<file path="src/rtl/vpo_line_unpack.sv">
// vpo_line_unpack: reads one line of 128-bit words from the line RAM and streams them out as pixels, and issues DDR prefetch pulses.
// Macro VPO_PIX_MSB_FIRST_EN: when defined, pixel 0 of each word is taken from the top bits.
module vpo_line_unpack #(
  parameter int PIX_W = 16
) (
  input  logic             i_sclk,
  input  logic             i_rst,
  input  logic             i_soft_rst,
  input  logic             i_syn_v,
  input  logic             i_line_start,
  input  logic [11:0]      i_pix_num,
  output logic [7:0]       o_ram_rd_addr,
  output logic             o_ram_rd_en,
  input  logic [127:0]     i_ram_rd_data,
  output logic             o_pix_vld,
  input  logic             i_pix_rdy,
  output logic [PIX_W-1:0] o_pix_data,
  output logic             o_pix_last,
  output logic             o_ddr_req,
  output logic             o_line_err
);
  localparam int NP = 128 / PIX_W;
  localparam int IW = $clog2(NP);
  typedef enum logic [1:0] {IDLE, RUN, DONE} state_t;
  state_t state, state_nx;
  logic clr, start, abort, syn_rise, hs, last, cur_done, cur_free, rd_en;
  logic inflight, cur_vld, nxt_vld, line_err;
  logic [2:0] syn_s;
  logic [1:0] ddr_cnt;
  logic [11:0] npix, npix_in, pcnt;
  logic [8:0] nword, nword_in, rcnt;
  logic [IW-1:0] pidx, sel;
  logic [127:0] cur, nxt;
  always_comb begin
    clr = i_rst | i_soft_rst;
    npix_in = (i_pix_num > 12'd2048) ? 12'd2048 : i_pix_num;
    nword_in = 9'((npix_in + 12'd7) >> 3);
    syn_rise = syn_s[1] & ~syn_s[2];
    start = (state == IDLE) & i_line_start & (i_pix_num != 12'd0);
    abort = (state == RUN) & syn_rise;
    hs = cur_vld & i_pix_rdy;
    last = pcnt == npix - 12'd1;
    cur_done = hs & ((pidx == IW'(NP - 1)) | last);
    // returned data may go straight to CUR when CUR drains this cycle with NXT empty
    cur_free = ~cur_vld | (cur_done & ~nxt_vld);
    rd_en = (state == RUN) & ~syn_rise & ~inflight & ~nxt_vld & (rcnt < nword);
    state_nx = (state == IDLE) ? (start ? RUN : IDLE) :
               (state == RUN) ? (abort ? IDLE : (hs & last) ? DONE : RUN) : IDLE;
`ifdef VPO_PIX_MSB_FIRST_EN
    sel = IW'(NP - 1) - pidx;
`else
    sel = pidx;
`endif
  end
  always_ff @(posedge i_sclk) begin
    if (clr) begin
      state <= IDLE;
      syn_s <= '0;
      ddr_cnt <= '0;
      line_err <= 1'b0;
      npix <= '0;
      nword <= '0;
      pcnt <= '0;
      rcnt <= '0;
      pidx <= '0;
      cur <= '0;
      nxt <= '0;
      cur_vld <= 1'b0;
      nxt_vld <= 1'b0;
      inflight <= 1'b0;
    end else begin
      state <= state_nx;
      syn_s <= {syn_s[1:0], i_syn_v};
      line_err <= i_line_start & (state != IDLE);
      ddr_cnt <= ((state == DONE) | syn_rise) ? 2'd3 : ddr_cnt - 2'(ddr_cnt != 2'd0);
      if (start) begin
        npix <= npix_in;
        nword <= nword_in;
        pcnt <= '0;
        rcnt <= '0;
        pidx <= '0;
        cur_vld <= 1'b0;
        nxt_vld <= 1'b0;
        inflight <= 1'b0;
      end else if ((state != RUN) | abort) begin
        cur_vld <= 1'b0;
        nxt_vld <= 1'b0;
        inflight <= 1'b0;
      end else begin
        inflight <= rd_en;
        rcnt <= rcnt + 9'(rd_en);
        if (hs) begin
          pcnt <= pcnt + 12'd1;
          pidx <= cur_done ? '0 : pidx + IW'(1);
        end
        if (inflight & cur_free) begin
          cur <= i_ram_rd_data;
          cur_vld <= 1'b1;
        end else if (cur_done) begin
          cur <= nxt;
          cur_vld <= nxt_vld;
          nxt_vld <= 1'b0;
        end
        if (inflight & ~cur_free) begin
          nxt <= i_ram_rd_data;
          nxt_vld <= 1'b1;
        end
      end
    end
  end
  assign o_pix_vld = cur_vld;
  assign o_pix_data = cur_vld ? cur[sel*PIX_W +: PIX_W] : '0;
  assign o_pix_last = cur_vld & last;
  assign o_ram_rd_en = rd_en;
  assign o_ram_rd_addr = rd_en ? rcnt[7:0] : '0;
  assign o_ddr_req = ddr_cnt != 2'd0;
  assign o_line_err = line_err;
endmodule

</file>
<file path="config.mk">
export PLATFORM = sky130hd
export DESIGN_NAME = vpo_line_unpack
export DESIGN_NICKNAME = d
export VERILOG_FILES = /design/src/rtl/vpo_line_unpack.sv
export SDC_FILE = /design/constraint.sdc
export NUM_CORES = 1
export LEC_CHECK = 0
export BUFFER_PORTS_ARGS = -buffer_cell sky130_fd_sc_hd__buf_2
export CAP_MARGIN = 5
export CORE_MARGIN = 3
export CORE_UTILIZATION = 55
export CTS_CLUSTER_DIAMETER = 60
export DETAILED_ROUTE_END_ITERATION = 6
export GPL_ROUTABILITY_DRIVEN = 0
export PLACE_DENSITY = 0.76
export SLEW_MARGIN = 20
export SYNTH_ARGS = -nofsm -noshare
export SYNTH_HDL_FRONTEND = slang
export SYNTH_SLANG_ARGS = --single-unit
</file>
<file path="constraint.sdc">
create_clock -name i_sclk -period 3.8 [get_ports i_sclk]
set_clock_uncertainty 0.1 [all_clocks]
set_input_delay 0.38 -clock i_sclk [delete_from_list [all_inputs] [get_ports i_sclk]]
set_output_delay 0.38 -clock i_sclk [all_outputs]
set_load 0.01 [all_outputs]
</file>
[Word level (Yosys, flattened, before mapping)]
Index checks and enable logic that the tools add are counted.
Storage, ports and cells
  input port bits: 146
  bits in read-only memories: 0
  flip-flop bits (word level): 312
  memories: 0
  RAM bits: 0
  output and inout port bits: 29
  bits in latches: 0
Cells by class
  reduce and logical (&&, ||, !) cells: 12
  $lt $le $gt $ge: 2
  mux-type cells: 17
  shift operators: 1
  multipliers: 0
  add/subtract/negate cells: 6
  eq/ne operators: 6
  bitwise logic cells: 29
  divide/modulo/power cells: 0
Operators with widths (count)
  $mux W128: 2
  $shiftx A128 B8 Y16: 1
  $and A1 B1 Y1: 16
  $mux W16: 1
  $add A12 B1 Y12 const B: 1
  $add A12 B3 Y12 const B: 1
  $eq A12 B12 Y1: 1
  $gt A12 B12 Y1 const B: 1
  $mux W12: 1
  $reduce_bool A12 Y1: 1
  $sub A12 B1 Y12 const B: 1
  $mux W2: 5
  $add A9 B1 Y9: 1
  $lt A9 B9 Y1: 1
  $mux W8: 1
  $not A1 Y1: 8
  $reduce_bool A2 Y1: 4
  $mux W1: 6
  $reduce_and A3 Y1: 2
  $or A1 B1 Y1: 5
  $ne A2 B1 Y1 const B: 2
  $reduce_and A2 Y1: 2
  $add A3 B1 Y3 const B: 1
  $eq A3 B3 Y1 const B: 1
  7 further kinds: 7

[Depth between registers and ports, before layout]
Gate-level depths: netlist of run 1.
  depth after elaboration: 10
  gate-level depth with buffers: 16

[Worst setup path after synthesis of run 1]
Ideal clock, no wire load.
  path kind: flip-flop to flip-flop
  from: register state[0]
  to: register rcnt[4]
  data required time: 3.572 ns
  data arrival time: 3.393 ns
  buffers on the path: 1
  stages on the path, launching flop included: 11
  path slack: 0.179 ns
  path through: dfxtp_1 -> inv_1 -> or3_2 -> clkdlybuf4s50_2 -> nor4_1 -> a21boi_0 -> ha_1 -> ha_1 -> nand4_1 -> xor2_1 -> nor2_1
Between the ends
  word-level cells in the longest chain between the ends: 6
  elaborated cells between the ends (all ways): 13
RTL lines
  start: declaration: RTL line 25  | state_t state, state_nx;
  start signal: assignment: RTL line 72  | state <= state_nx;
  $eq A2 B1 Y1: RTL line 46  | rd_en = (state == RUN) & ~syn_rise & ~inflight & ~nxt_vld & (rcnt < nword);
  $and A1 B1 Y1 (4 in a row): RTL line 46
  via o_ram_rd_en: RTL line 13  | output logic o_ram_rd_en,
  $add A9 B1 Y9: RTL line 91  | rcnt <= rcnt + 9'(rd_en);
  end signal: assignment: RTL line 91
  end: declaration: RTL line 31  | logic [8:0] nword, nword_in, rcnt;
The timed path passes the listed nets, and every way through them passes these cells.
A chain may end at the register's enable or synchronous reset.

[Final worst setup path of run 1]
  from: register rcnt[1]
  to: output port o_ram_rd_addr[0]
Between the ends
  word-level cells in the longest chain between the ends: 3
RTL lines
  $lt A9 B9 Y1: RTL line 46
  $and A1 B1 Y1: RTL line 46
  $mux W8: RTL line 115  | assign o_ram_rd_addr = rd_en ? rcnt[7:0] : '0;
  end: declaration: RTL line 12  | output logic [7:0] o_ram_rd_addr,
No other way between the ends.

==> metrics.md, run 1 <==
| Metric | Value |
|---|---|
| Status | finished clean |
| TritonCTS Buffers | 34 |
| Slew @ Worst Pin | 1.05 ns |
| Most common cell after layout, fill and taps aside | nand2_1 |
| Port Buffers | 174 |
| Syn avg cell area | 8.22 sq um |
| Setup violations, final | 0 |
| Final period util | 0.962 |
| Area Growth Syn to Fin | 13.3% |
| Final nets | 1,993 |
| Root buf cell | clkbuf_16 |
| Most used DFF post-synth | dfxtp_1 |
| Post-layout min period | 3.66 ns |
| Drt total wl | 41.3 mm |
| WS Path Type | flop to primary output |
| Yosys top cell area share | 0.442 |
| Hold_ws | 0.00871 ns |
| Share of flip-flops with an asynchronous set or reset | 0 |
| CP max FO | 9 |
| Fin util | 0.634 |
| Synth Net Count | 1,880 |
| Top post-synthesis cells by area | dfxtp_1, nand2_1, a31oi_1 |
| Simple logic cell fraction of the synthesized area | 0.200 |
| CP Data Arrival Time | 3.18 ns |
| Vias in the first global route | 11,800 |
| Slowest cell on the critical path | dfxtp_1 |
| Max stage delay on crit path | 0.44 ns |
| Final instance area | 16,000 sq um |
| Final Hold Viols | 0 |
| Post-place setup slack | -0.139 ns |
| Share of cells above drive strength 1 | 0.173 |
| Final HPWL DP | 26.1 mm |
| CTS tree | built |
| Antenna violations before repair | 3 |
| Reg clk slew, reported paths | 0.06 ns |
| Most frequent cells in the layout | nand2_1, dfxtp_1, buf_2, a21oi_1, a31oi_1 |
| WP data required | 3.32 ns |
| Final worst slack | 0.144 ns |
| Post-synthesis compound-gate area fraction | 0.185 |
| Flop and latch count out of synthesis | 312 |
| Post-route ant nets | 0 |
| Crit path launch type | flop |
| Vias/cell | 5.96 |
| Ports | 175 |
| Dominant cell type by area after synthesis | dfxtp_1 |
| Max cap viols | 0 |
| Post-synth cell types | 63 |
| Die X | 166 microns |
| Synthesized area | 14,100 sq um |
| CTS max path bufs | 3 |
| Crit-path most repeated cell | a21o_1 |
| Largest net degree at the start of global routing | 134 |
| Routed len/inst | 18.9 microns |
| Htree depth | 2 |
| Total GRT Usage | 0.282 |
| Worst IR drop on VDD | 0.302 mV |
| DRT iter0 DRCs | 1,752 |
| Post-Synth XOR/XNOR Area | 0.0204 |
| Seq/Total Area, Yosys | 0.442 |
| Die height | 166 microns |
| Clock Sinks | 312 |
| Clk_lat worst skew | 0.51 ns |
| Max Slew Vio Count | 0 |
| Fmax achieved | 273 MHz |
| # rows | 58 |
| Starting Density | 0.560 |
| Worst path cell trace | ha_1 > a21o_1 > a21o_1 > a21o_1 > a21o_1 > a21o_1 > a21o_1 > a21o_1 > a21boi_2 > ha_2 > buf_2 |
| Power per cell area | 426 nW/um^2 |
| Grt total ovfl | 0 |
| Yosys warns | 0 |
| Post-synth EDFFs | 0 |
| CP Capture Type | primary output |
| DIE AREA | 27,700 sq um |
| Via count | 13,000 |
| 1st-pass router iterations | 6 |
| Setup_tns | 0 ns |
| Leakage | 5.47 nW |
| Synth Area in Adders | 0.0124 |
| Slew headroom | 0.294 |
| Worst hold path class | input port to flop |
| Main combinational cell family by area after synthesis | simple AND/OR/NAND/NOR gates |
| Post-Syn Instances | 1,720 |
| Area after DPL | 14,900 sq um |
| DR DRC count | 0 |
| Mux share of post-synthesis cell area | 0.0630 |
| Global-route wire length before repair | 64.1 mm |
| Core area | 25,300 sq um |
## path summary, 6_finish.rpt
check                                       start          endpoint  slack [ns]  cells past startpoint
worst max-delay path                      rcnt[1]  o_ram_rd_addr[0]        0.14                     11
worst min-delay path            i_ram_rd_data[49]           nxt[49]       0.009                      3
worst max register to register            npix[1]           cur[17]        0.18                     13
worst min register to register           syn_s[0]          syn_s[1]        0.32                      1
## state kept, by name (all words and copies together), names as in the netlist, 2 cells and up
register	flops
cur	128
ddr_cnt	2
npix	12
nword	9
nxt	128
pcnt	12
pidx	3
rcnt	9
state	2
syn_s	3
## per-layer routing
layer	global-route usage	up-vias	share of wire
met1	0.394	6170	0.41
met3	0.0464	104	0.086
li1	-	6139	-
met5	0	-	0.00063
met4	0.120	4	0.042
met2	0.436	610	0.46
## stage by stage
step	instances	total power, mW
2_1_floorplan	1720	3.49
3_3_place_gp	2122	3.63
3_5_place_dp	2122	3.64
4_1_cts	2182	6.85
5_1_grt	2186	7.02
6_report	2186	6.82
## logic make-up after synthesis
family / Yosys count
flip-flops: 312
multiplexers: 49
adder cells (fa/ha/maj): 14
XOR/XNOR: 33
AND/OR/NAND/NOR: 692
buffers and inverters: 159
AO/OA/AOI/OAI: 461
## cell usage after synthesis (3+ instances only)
master	n
nand2_1	559
dfxtp_1	312
a21oi_1	155
a31oi_1	131
o21ai_0	123
nor2_1	51
clkbuf_1	49
buf_2	39
mux4_2	32
xor2_1	23
inv_1	18
mux2i_1	17
buf_4	16
nand3_1	16
o21ai_1	16
ha_1	14
buf_12	11
buf_8	11
xnor2_1	10
nand4_1	8
nor3_1	8
a21o_1	7
and3_1	7
buf_6	7
a22o_1	5
or3_1	5
a211oi_1	4
and2_1	4
buf_1	4
nor3b_1	4
or2_2	4
a22oi_1	3
nor2b_1	3
nor4_1	3
nor4b_1	3
o211ai_1	3
or3_2	3
## layout make-up
cell class                 count  area (sq um)
multi-input combinational   1250          6840
clock buffer                  49           968
sequential                   312          6250
inverter                      18          67.6
timing repair buffer         217          1380
tap                          330           413
clock inverter                 9           108
fill                        2160          9230
antenna                        1          2.50
## power by group
part / switching [mW] / internal (mW)
Combinational: 0.183 / 0.108
Sequential: 0.00501 / 3.28
Clock: 1.34 / 1.91
Total: 1.53 / 5.30
## worst max-delay path, delay by kind of cell, from the launching register on
family	cells	cell delay, ns
buffers and inverters	1	0.14
DFF	1	0.44
adders and majority gates	2	0.54
AOI/OAI and AO/OA	8	1.54
## repair_timing
item	CTS	global route
hold endpoints to repair	1	0
gates cloned	1	1
resized for setup	1	4
setup endpoints to repair	109	121
hold buffers	1	0
pin swaps	1	1
setup buffers	0	2
No activity file was read; power rests on OpenSTA's default activity.
==> run 2: changes to the inputs <==
RECOVER_POWER = 50   (was unset)
==> run 2 against run 1 <==
Compared with the run above: the flow now finishes with violations (max-capacitance violations, max-slew violations); first-iteration DRC count down 4.1%; routed wire length rose by 0.11%; sequential power barely moved; sequential share of layout area grew 0.19 points; design area is 0.48% lower; critical path type unchanged; core utilization shrank 0.30 points; global-route usage is the same; die area unchanged.
==> metrics.md, run 2 (synthesis gave the netlist of run 1 again) <==
| Metric | Value |
|---|---|
| Launch point of the worst reg-to-reg path | npix[1] |
| Fin util | 0.631 |
| Final period util | 0.967 |
| GR Util met1 | 0.394 |
| DRT iter0 DRCs | 1,680 |
| DIE AREA | 27,700 sq um |
| Root buf cell | clkbuf_16 |
| Status | complete, but fails checks |
| Tot Pwr | 6.82 mW |
| Violated checks | max-capacitance violations, max-slew violations |
| Most frequent cells in the layout | nand2_1, dfxtp_1, a21oi_1, buf_2, a31oi_1 |
| Worst path depth | 11 |
| Reg2reg end | cur[71] |
| Crit. Startpoint | rcnt[1] |
| Slowest cell on the critical path | dfxtp_1 |
| Worst IR drop on VDD | 0.297 mV |
| Largest net degree at the start of global routing | 134 |
| Slew headroom | -0.225 |
| Clk_lat worst skew | 0.51 ns |
| Global routing usage on met2 | 0.436 |
| Vias/cell | 5.96 |
| Share of cells above drive strength 1 | 0.156 |
| CP Capture Type | primary output |
| Fmax achieved | 272 MHz |
| Setup violations, final | 0 |
| Critical path's top delay family | compound AO/OA/AOI/OAI gates |
| CP Data Arrival Time | 3.19 ns |
| Worst hold path class | input port to flop |
| WS Path Type | flop to primary output |
| Crit path launch type | flop |
| Reg clk slew, reported paths | 0.06 ns |
| WP data required | 3.32 ns |
| Post-route ant nets | 0 |
| Reg2reg setup slack | 0.15 ns |
| Slew @ Worst Pin | 1.84 ns |
| # rows | 58 |
| Worst setup path end | o_ram_rd_addr[0] |
| Largest registers | cur (128), nxt (128) |
| Via count | 13,000 |
| Die X | 166 microns |
| Antenna violations before repair | 3 |
| Global-route wire length before repair | 64.1 mm |
| 1st-pass router iterations | 5 |
| Worst path cell trace | ha_1 > a21o_1 > a21o_1 > a21o_1 > a21o_1 > a21o_1 > a21o_1 > a21o_1 > a21boi_2 > ha_2 > buf_2 |
| GRT busiest layer | met2 |
| GR Layer Usage met3 | 0.0464 |
| Final nets | 1,993 |
| Fillers | 2,185 |
| Most common cell after layout, fill and taps aside | nand2_1 |
| Max stage delay on crit path | 0.45 ns |
| Ports | 175 |
| Max cap viols | 1 |
| CTS max path bufs | 3 |
| Crit path buffers/inverters | 1 |
| Die height | 166 microns |
| DR DRC count | 0 |
| Leakage | 5.33 nW |
| Starting Density | 0.560 |
| Drt total wl | 41.4 mm |
| Crit-path most repeated cell | a21o_1 |
| Power per cell area | 427 nW/um^2 |
| Core area | 25,300 sq um |
| Htree depth | 2 |
| Total GRT Usage | 0.282 |
| CP max FO | 9 |
| Final HPWL DP | 26.1 mm |
| Max Slew Vio Count | 79 |
| Port Buffers | 174 |
| Vias in the first global route | 11,800 |
| TritonCTS Buffers | 34 |
| Final Hold Viols | 0 |
| CTS tree | built |
| Routed len/inst | 18.9 microns |
| Clock Sinks | 312 |
| FF-to-FF path depth | 13 |
| Grt total ovfl | 0 |
| Area Growth Syn to Fin | 12.8% |
| Post-layout min period | 3.67 ns |
==> run 2: cell count changes in the layout (fill, tap and decap cells not counted), sizes merged <==
cell,before,now
clkbuf,50,83
buf,215,182
diode,1,2
==> run 2: worst min-delay path by stage <==
stage                                  start  endpoint  cells after the start
after floorplan                     syn_s[0]  syn_s[1]                      1
after global placement              syn_s[0]  syn_s[1]                      1
after detailed placement            syn_s[0]  syn_s[1]                      1
after CTS                       i_pix_num[2]   npix[2]                      2
after global routing            i_pix_num[2]   npix[2]                      2
final                     i_ram_rd_data[114]  nxt[114]                      3
==> run 2: worst reg2reg max path: stages (launching register included) <==
cell and delay [ns]:
dfxtp_1 0.33, inv_1 0.07, ha_1 0.17, or4b_4 0.51, or3_1 0.38, a31oi_1 0.25
o221ai_2 0.13, and4_4 0.17, o211a_4 0.26, buf_4 0.16, o21ai_4 0.24, clkbuf_4 0.47
nand2_1 0.12, a31oi_1 0.20
==> run 2: repair_timing <==
item,in CTS,in global routing
gates cloned,1,1
hold buffers,1,0
buffers inserted,0,2
pin swaps,1,1
endpoints found under the hold margin,1,0
endpoints found under the setup margin,109,121
resized for setup,1,4
==> run 2: power by group <==
group          internal, mW  total [mW]  switching, mW
Sequential             3.28        3.28        0.00499
Clock                  1.91        3.24           1.33
Combinational         0.106       0.289          0.183
Total                  5.30        6.82           1.52
==> run 2: per-layer routing <==
layer / vias to the layer above / share of wire
met4: 4 / 0.040
met1: 6124 / 0.41
met3: 92 / 0.090
met5: - / 0.00063
met2: 666 / 0.46
li1: 6140 / -
==> run 2: layout make-up <==
class                   count  area (sq um)  share of cell area
inverters                  18          67.6             0.00424
diodes                      2          5.00            0.000314
multi-input cells        1250          6830               0.428
clock buffers              49           968              0.0607
clock inverters             9           108             0.00675
repair buffers            217          1310              0.0819
flip-flops and latches    312          6250               0.392
well taps                 330           413              0.0259
==> run 2: stage by stage <==
| stage | instances | hold slack [ns] | setup TNS (ns) | setup slack, ns | cell area [sq um] |
|---|---|---|---|---|---|
| 4_1_cts | 2182 | 0.000809 | 0 | 0.0623 | 16000 |
| 3_3_place_gp | 2122 | 0.312 | -1.62 | -0.0269 | 14900 |
| 3_5_place_dp | 2122 | 0.313 | -7.98 | -0.139 | 14900 |
| 6_report | 2187 | 0.00926 | 0 | 0.126 | 15900 |
| 2_1_floorplan | 1720 | 0.306 | 0 | 0.179 | 14100 |
| 5_1_grt | 2186 | 0.0155 | -0.0143 | -0.0143 | 15900 |
